## config.mk

```make
export PLATFORM = sky130hd
export DESIGN_NAME = timer_control
export DESIGN_NICKNAME = d
export VERILOG_FILES = /design/src/rtl/timer_pkg.sv /design/src/rtl/timer_control_key_wake_filter.sv /design/src/rtl/timer_control.sv
export SDC_FILE = /design/constraint.sdc
export NUM_CORES = 1
export LEC_CHECK = 0
export ABC_AREA = 1
export CAP_MARGIN = 20
export CORE_ASPECT_RATIO = 1.75
export CORE_UTILIZATION = 25
export CTS_BUF_LIST = sky130_fd_sc_hd__clkbuf_8
export DETAILED_ROUTE_END_ITERATION = 10
export SETUP_SLACK_MARGIN = 0.05
export SLEW_MARGIN = 0
export SYNTH_ARGS = -nofsm -noshare
export SYNTH_HDL_FRONTEND = slang
export SYNTH_SLANG_ARGS = --single-unit
```

## constraint.sdc

```tcl
create_clock -name clk -period 3.83 [get_ports clk]
set_input_delay 0.383 -clock clk [delete_from_list [all_inputs] [get_ports clk]]
set_output_delay 0.383 -clock clk [all_outputs]
set_load 0.03 [all_outputs]
```

## src/rtl/timer_pkg.sv

```systemverilog
// Shared types and constants for the timer/HALT sequencing controller.
package timer_pkg;

  typedef enum logic [1:0] {
    ST_RUN    = 2'd0,
    ST_HALTED = 2'd1,
    ST_WAKE   = 2'd2
  } state_e;

  localparam logic [1:0] CAUSE_NONE  = 2'd0;
  localparam logic [1:0] CAUSE_TIMER = 2'd1;
  localparam logic [1:0] CAUSE_KEY   = 2'd2;
  localparam logic [1:0] CAUSE_BOTH  = 2'd3;

  localparam logic [3:0] CPU_SM5A = 4'd4;

  function automatic logic [1:0] encode_cause(input logic timer_hit, input logic key_hit);
    return {key_hit, timer_hit};
  endfunction

endpackage

```

## src/rtl/timer_control_key_wake_filter.sv

```systemverilog
// Key wake qualifier: counts 1 kHz rising edges while a key is held during HALT.
module key_wake_filter #(
  parameter int KEY_FILTER = 2
) (
  input  logic clk,
  input  logic reset_n,
  input  logic clk_en,
  input  logic enable,
  input  logic clear,
  input  logic key_active,
  input  logic divider_1khz,
  output logic key_wake
);

  localparam logic [3:0] LIMIT = 4'(KEY_FILTER);

  logic       khz_prev_q, khz_prev_d;
  logic [3:0] count_q, count_d;
  logic       khz_rise;

  // key_wake looks at the next count so the qualifying edge acts in the same cycle as a timer tick
  always_comb begin
    khz_rise   = divider_1khz && !khz_prev_q;
    khz_prev_d = divider_1khz;
    count_d    = count_q;
    if (clear || !key_active) begin
      count_d = 4'd0;
    end else if (enable && khz_rise && (count_q < LIMIT)) begin
      count_d = count_q + 4'd1;
    end
    key_wake = enable && key_active && (count_d == LIMIT);
  end

  always_ff @(posedge clk or negedge reset_n) begin
    if (!reset_n) begin
      khz_prev_q <= 1'b0;
      count_q    <= 4'd0;
    end else if (clk_en) begin
      khz_prev_q <= khz_prev_d;
      count_q    <= count_d;
    end
  end

endmodule

```

## src/rtl/timer_control.sv

```systemverilog
// HALT/wake sequencer and divider/gamma clear-pulse merger between decode, key matrix and divider.
module timer_control
  import timer_pkg::*;
#(
  parameter int KEY_FILTER = 2
) (
  input  logic       clk,
  input  logic       reset_n,
  input  logic       clk_en,
  input  logic [3:0] cpu_id,
  input  logic       idiv_req,
  input  logic       gamma_clr_req,
  input  logic       halt_req,
  input  logic       key_active,
  input  logic       gamma,
  input  logic       divider_1s_tick,
  input  logic       divider_1khz,
  output logic       reset_gamma,
  output logic       reset_divider,
  output logic       halted,
  output logic       wake,
  output logic [1:0] wake_cause
);

  state_e     state_q, state_d;
  logic       reset_gamma_q, reset_gamma_d;
  logic       reset_divider_q, reset_divider_d;
  logic [1:0] cause_q, cause_d;
  logic       gamma_at_halt_q, gamma_at_halt_d;
  logic       filter_clear;
  logic       timer_wake;
  logic       key_wake;

  key_wake_filter #(.KEY_FILTER(KEY_FILTER)) u_key_filter (
    .clk          (clk),
    .reset_n      (reset_n),
    .clk_en       (clk_en),
    .enable       (state_q == ST_HALTED),
    .clear        (filter_clear),
    .key_active   (key_active),
    .divider_1khz (divider_1khz),
    .key_wake     (key_wake)
  );

  // Clear pulses default low so each request yields exactly one clk_en-cycle pulse
  always_comb begin
    state_d         = state_q;
    reset_gamma_d   = 1'b0;
    reset_divider_d = 1'b0;
    cause_d         = cause_q;
    gamma_at_halt_d = gamma_at_halt_q;
    filter_clear    = 1'b0;
    timer_wake      = divider_1s_tick || gamma_at_halt_q;
    case (state_q)
      ST_RUN: begin
        reset_divider_d = idiv_req;
        reset_gamma_d   = gamma_clr_req;
        if (halt_req) begin
          state_d         = ST_HALTED;
          filter_clear    = 1'b1;
          gamma_at_halt_d = gamma && (cpu_id != CPU_SM5A);
        end
      end
      ST_HALTED: begin
        if (timer_wake || key_wake) begin
          state_d       = ST_WAKE;
          cause_d       = encode_cause(timer_wake, key_wake);
          reset_gamma_d = timer_wake && (cpu_id == CPU_SM5A);
        end
      end
      ST_WAKE: begin
        state_d         = ST_RUN;
        gamma_at_halt_d = 1'b0;
      end
      default: state_d = ST_RUN;
    endcase
  end

  always_ff @(posedge clk or negedge reset_n) begin
    if (!reset_n) begin
      state_q         <= ST_RUN;
      reset_gamma_q   <= 1'b0;
      reset_divider_q <= 1'b0;
      cause_q         <= CAUSE_NONE;
      gamma_at_halt_q <= 1'b0;
    end else if (clk_en) begin
      state_q         <= state_d;
      reset_gamma_q   <= reset_gamma_d;
      reset_divider_q <= reset_divider_d;
      cause_q         <= cause_d;
      gamma_at_halt_q <= gamma_at_halt_d;
    end
  end

  assign reset_gamma   = reset_gamma_q;
  assign reset_divider = reset_divider_q;
  assign halted        = (state_q == ST_HALTED);
  assign wake          = (state_q == ST_WAKE);
  assign wake_cause    = cause_q;

endmodule

```

==> metrics.cfg, run 1 <==
[sta]
rsz0062_at_grt=false
max_freq_ghz=0.493
tightest_slew_ns=0.567
finClkSkew_ns=0.00128
post-route-period-util=0.529
hold_ws_ns=0.480
drv_slew=0
hold_violations=0
tns_ns=0
setup_viol=0
fin_crit_ns=2.03
slew_headroom=0.621

[power]
power.density_nw_per_um2=578
sw_frac_of_total=0.380
leakagePower_nw=0.448
power_switching_w=0.000205
total_power_w=0.000540
p_int_w=0.000335
power_frac_seq=0.334
clkPwrFrac=0.260
comb_power_share=0.406
vdd_ir_drop_max_mv=0.268

[global_route]
groute.usage.overall=0.136
grt_overflow=0
grt_use_met3=0.0222
busiest_layer=met2
grt_pass1_vias=650
met2_usage=0.233
grt_pass1_wl_microns=2750
grt_max_degree=13
antenna_found_initial=0
grtUsageMet1=0.145

[final_layout]
diodes=0
final_util=0.375
fin_nets=123
fillers=253
syn_to_final_growth_pct=40.7
fin_cells=133
drive_gt1_frac=0.103

[yosys]
ys_top_cells_by_area=dfrtp_1, nand2_1, nand3_1
yosysWarnings=0
synth_top_cell_area_share=0.452
synthCells=86
syn_nets=101
seq_area_frac_synth=0.452
ys_ff_latch=12
synthesis.area_sq_um=664
yosys.area.top_type=dfrtp_1
yosysUniqueCellTypes=20
syn_area_per_cell_sq_um=7.73

[setup_path]
worstPathRequired_ns=3.45
critical_path.endpoint_type=output pin
critPathLaunchType=register
arrival_ns=1.64
path_max_fanout=4
rrSetupSlack_ns=2.22
crit_type=reg -> out

[floorplanning]
initial_core_util=0.267
rows=24
die_h_microns=70.2
io_pins=20
die_w_microns=41.0
dieArea_sq_um=2880
core_area_sq_um=2490

[clock_network]
postCtsSetupBuffers=0
cts.path.max_buffers=2
clk_pin_slew_worst_paths_ns=0.05
clkSinkCount=12
cts.htree.levels=1
cts_tree=yes
clock_latency_ns=0.24
cts_root_buf=clkbuf_8
cts_buffers=3
ctsHoldBuffers=0
ctsResizeCount=0

[placed_design]
portBuffers=19
dpl.hpwl_microns=1200
dp.cells=129
gp_congestion=0.815

[drt]
viasPerCell=4.74
drt_pass1_iterations=4
wl_per_cell_microns=11.5
vias=630
remaining_drc_errors=0
ant_nets=0
wirelength_microns=1520
drt_iter0_markers=17

[status]
outcome=finished clean

[job]
maxCapViolCount=0

[hold_path]
hold_class=reg -> reg

-- power groups by stage --
stage	clock network [W]	registers (W)	logic, W
after floorplan	0	0.000200	0.000121
after global placement	0	0.000181	0.000219
after detailed placement	0	0.000181	0.000221
after CTS	0.000142	0.000180	0.000222
after global routing	0.000152	0.000183	0.000241
final	0.000141	0.000180	0.000219
-- worst paths after layout --
check                                                 end  depth (start not counted)                       from
worst max-delay path                               halted                          4     state_q[1]$_DFFE_PN0P_
worst min-delay path            reset_divider$_DFFE_PN0P_                          2  reset_divider$_DFFE_PN0P_
worst max register to register  wake_cause[0]$_DFFE_PN0P_                          8     state_q[0]$_DFFE_PN0P_
worst min register to register  reset_divider$_DFFE_PN0P_                          2  reset_divider$_DFFE_PN0P_
max in group asynchronous       wake_cause[0]$_DFFE_PN0P_                          1                    reset_n
min in group asynchronous         reset_gamma$_DFFE_PN0P_                          1                    reset_n
-- synth_stat cells --
master and n:
clkbuf_1 2, nand2_1 24, a21oi_1 3, or2_2 1
dfrtp_1 12, nor2_4 1, o21bai_2 1, nor2_1 8
nand3_1 9, o21ai_1 1, nand2_2 2, nand3_2 1
a211oi_1 1, o21a_1 1, nor4_1 1, ha_1 1
nor3_1 1, o21ai_0 5, a21boi_4 1, inv_1 10
-- state kept, by name, summed over array words and instances, names as in the netlist --
register	cells
wake_cause	2
reset_divider	1
u_key_filter.khz_prev_q	1
u_key_filter.count_q	4
gamma_at_halt_q	1
reset_gamma	1
state_q	2
-- metrics by stage --
stage               setup slack, ns  instance area (sq um)
floorplan                      2.41                    664
detailed placement             1.89                    880
CTS                            1.80                    935
global route                   1.72                    935
global placement               1.93                    880
finish                         1.80                    935
-- routing by layer --
layer | vias up | part of all wire
met5 | - | 0
met4 | 0 | 0.026
met3 | 5 | 0.032
met2 | 14 | 0.55
met1 | 296 | 0.39
li1 | 315 | -
-- critical path, cell delays in order (launching register included) --
cell and delay (ns):
dfrtp_1 0.40, inv_1 0.13, nand2_2 0.09, inv_1 0.10
clkdlybuf4s50_1 0.68
-- final cells by class --
type                            instances  area, sq um  share of cell area
Clock buffer                            4         55.1              0.0589
Multi-Input combinational cell         62          319               0.341
Inverter                               10         37.5              0.0402
Sequential cell                        12          300               0.321
Tap cell                               26         32.5              0.0348
Timing Repair Buffer                   19          190               0.203
-- cells in the final DEF, fill, tap and decap left out, drive strengths merged --
cell and count:
or2 1, o21ai 6, clkbuf 4, a21boi 1, clkdlybuf4s50 19, nor2 9, nor4 1, nand3 10
a211oi 1, o21bai 1, o21a 1, nor3 1, a21oi 3, dfrtp 12, ha 1, nand2 26
inv 10
-- cells by family after synthesis --
| group | share of synthesized area |
|---|---|
| flip-flops | 0.452 |
| adder cells (fa/ha/maj) | 0.0188 |
| AND/OR/NAND/NOR | 0.326 |
| buffers and inverters | 0.0678 |
| AO/OA/AOI/OAI | 0.136 |
(Power assumes the default switching activity.)
==> inputs of run 2 (changes only) <==
Clock period 3.83 ns to 1.9 ns, I/O delays scaled along.
==> run 2 against run 1 <==
Effect of this change: count of clock-buffer cells in the layout down 1; cell area down 0.40%; non-clock buffer count up 1; combinational power up 100%; cell count unchanged; clock skew up 0.0027 ns; worst hold slack worse by 0.17 ns; first-iteration DRC count up 18%; highest routed layer unchanged; setup slack worse by 1.7 ns; flip-flop and latch count unchanged.
==> metrics.cfg, run 2 (same netlist as run 1, synthesis figures left out) <==
[sta]
hold_ws_ns=0.312  ; -0.168 ns
hold_violations=0  ; unchanged
post-route-period-util=0.933
setup_slack_ns=0.127  ; -1.67 ns
tns_ns=0  ; unchanged
fin_crit_ns=1.77
drv_slew=0  ; unchanged
max_freq_ghz=0.564
finClkSkew_ns=0.00401  ; +0.00274 ns
tightest_slew_ns=0.561  ; -0.00575 ns
rsz0062_at_grt=false
slew_headroom=0.625  ; +0.00385
setup_viol=0  ; unchanged

[setup_path]
cpPeakStageDelay_ns=0.70  ; +0.02 ns
crit_type=reg -> out
worstPathRequired_ns=1.71  ; -1.74 ns
worstPathCellList=nor2_1, clkdlybuf4s50_1
critical-path-top-delay-family=buffers and inverters
crit_slowest_cell=clkdlybuf4s50_1
critical_path.endpoint_type=output pin
path_buf_inv=1  ; -2
critPathLaunchType=register
path_max_fanout=7  ; +3
arrival_ns=1.58  ; -0.06 ns

[clock_network]
ctsHoldBuffers=0  ; unchanged
cts_tree=yes
cts.path.max_buffers=2  ; unchanged
clkSinkCount=12  ; unchanged
clk_pin_slew_worst_paths_ns=0.05  ; about the same
clock_latency_ns=0.24  ; about the same
postCtsSetupBuffers=0  ; unchanged
cts_root_buf=clkbuf_8
cts.htree.levels=1  ; unchanged
cts_buffers=3  ; unchanged

[global_route]
groute.usage.overall=0.134  ; -0.00264
grt_pass1_wl_microns=2640  ; -4.0%
antenna_found_initial=0  ; unchanged
grt_overflow=0  ; unchanged
grt_pass1_vias=666  ; +2.5%
grt_max_degree=13  ; unchanged

[floorplanning]
core_area_sq_um=2490  ; unchanged
initial_core_util=0.267  ; unchanged
io_pins=20  ; unchanged
rows=24  ; unchanged
dieArea_sq_um=2880  ; unchanged
die_w_microns=41.0  ; unchanged
die_h_microns=70.2  ; unchanged

[placed_design]
pre_cts_ws_ns=0.169  ; -1.72 ns
gp_congestion=0.796  ; -2.3%
dpl.hpwl_microns=1210  ; +0.65%
portBuffers=19  ; unchanged

[power]
vdd_ir_drop_max_mv=0.558  ; +110%
total_power_w=0.00103  ; +91%
power.density_nw_per_um2=1110  ; +92%
leakagePower_nw=0.459  ; +2.5%

[final_layout]
fillers=267  ; +5.5%
largest_reg_flops=4  ; unchanged
fin_nets=124  ; +0.81%
diodes=0  ; unchanged
regMostFlops=u_key_filter.count_q
layout.cells.most_common=nand2_1
multiInputGateArea_sq_um=319  ; unchanged
syn_to_final_growth_pct=40.1
drive_gt1_frac=0.103  ; unchanged
final-seq-area_sq_um=300  ; unchanged
most-common-layout-cells=nand2_1, clkdlybuf4s50_1, dfrtp_1

[drt]
drt_pass1_iterations=4  ; unchanged
vias=635  ; +0.79%
wirelength_microns=1520  ; -0.39%
drt_iter0_markers=20  ; +3
wl_per_cell_microns=11.4  ; -0.39%
remaining_drc_errors=0  ; unchanged
ant_nets=0  ; unchanged
viasPerCell=4.77  ; +0.79%

[job]
maxCapViolCount=0  ; unchanged

[status]
outcome=finished clean

[hold_path]
hold_class=in -> async

[run 2: final cells by class]
| type | instances | share of cell area |
|---|---|---|
| multi-input combinational | 62 | 0.343 |
| sequential | 12 | 0.323 |
| timing repair buffer | 20 | 0.215 |
| clock buffer | 3 | 0.0444 |
| inverter | 10 | 0.0403 |
| tap | 26 | 0.0349 |
[run 2: metal layers]
metal / up-vias / track usage / share of wire
met4: 0 / 0.100 / 0.042
met1: 293 / 0.143 / 0.38
met2: 18 / 0.214 / 0.55
met3: 7 / 0.0190 / 0.032
met5: - / 0 / 0
li1: 317 / - / -
[run 2: per-stage QoR]
| step | util | cell area (sq um) | cells |
|---|---|---|---|
| 2_1_floorplan | - | 664 | 86 |
| 3_3_place_gp | 0.356 | 887 | 130 |
| 3_5_place_dp | 0.356 | 887 | 130 |
| 4_1_cts | 0.372 | 928 | 133 |
| 5_1_grt | 0.373 | 931 | 133 |
| 6_report | 0.373 | 931 | 133 |
[run 2: path summary, 6_finish.rpt]
kind	startpoint	endpoint	slack, ns	depth (start not counted)
min in group clk	wake_cause[0]$_DFFE_PN0P_	wake_cause[0]$_DFFE_PN0P_	0.48	2
worst max register to register	state_q[0]$_DFFE_PN0P_	wake_cause[1]$_DFFE_PN0P_	0.29	8
worst max-delay path	state_q[0]$_DFFE_PN0P_	wake	0.13	2
max in group asynchronous	reset_n	wake_cause[0]$_DFFE_PN0P_	1.21	1
worst min-delay path	reset_n	reset_divider$_DFFE_PN0P_	0.31	1
worst min register to register	wake_cause[0]$_DFFE_PN0P_	wake_cause[0]$_DFFE_PN0P_	0.48	2
[run 2: report_power, final]
group | switching, W | internal (W)
clock | 0.0000847 | 0.000139
sequential | 0.0000486 | 0.000314
combinational | 0.000266 | 0.000179
[run 2: timing repair]
action                                 CTS  global route
setup endpoints to repair                0             1
endpoints found under the hold margin    0             0
gates resized for setup                  0             1
[run 2: worst register-to-register path, stage by stage (launching register included)]
cell	delay (ns)
dfrtp_1	0.46
nor2_1	0.34
a21boi_4	0.12
nand3_1	0.13
nand2_1	0.09
o21bai_2	0.17
nand2_2	0.08
nand2_1	0.06
nand2_1	0.05
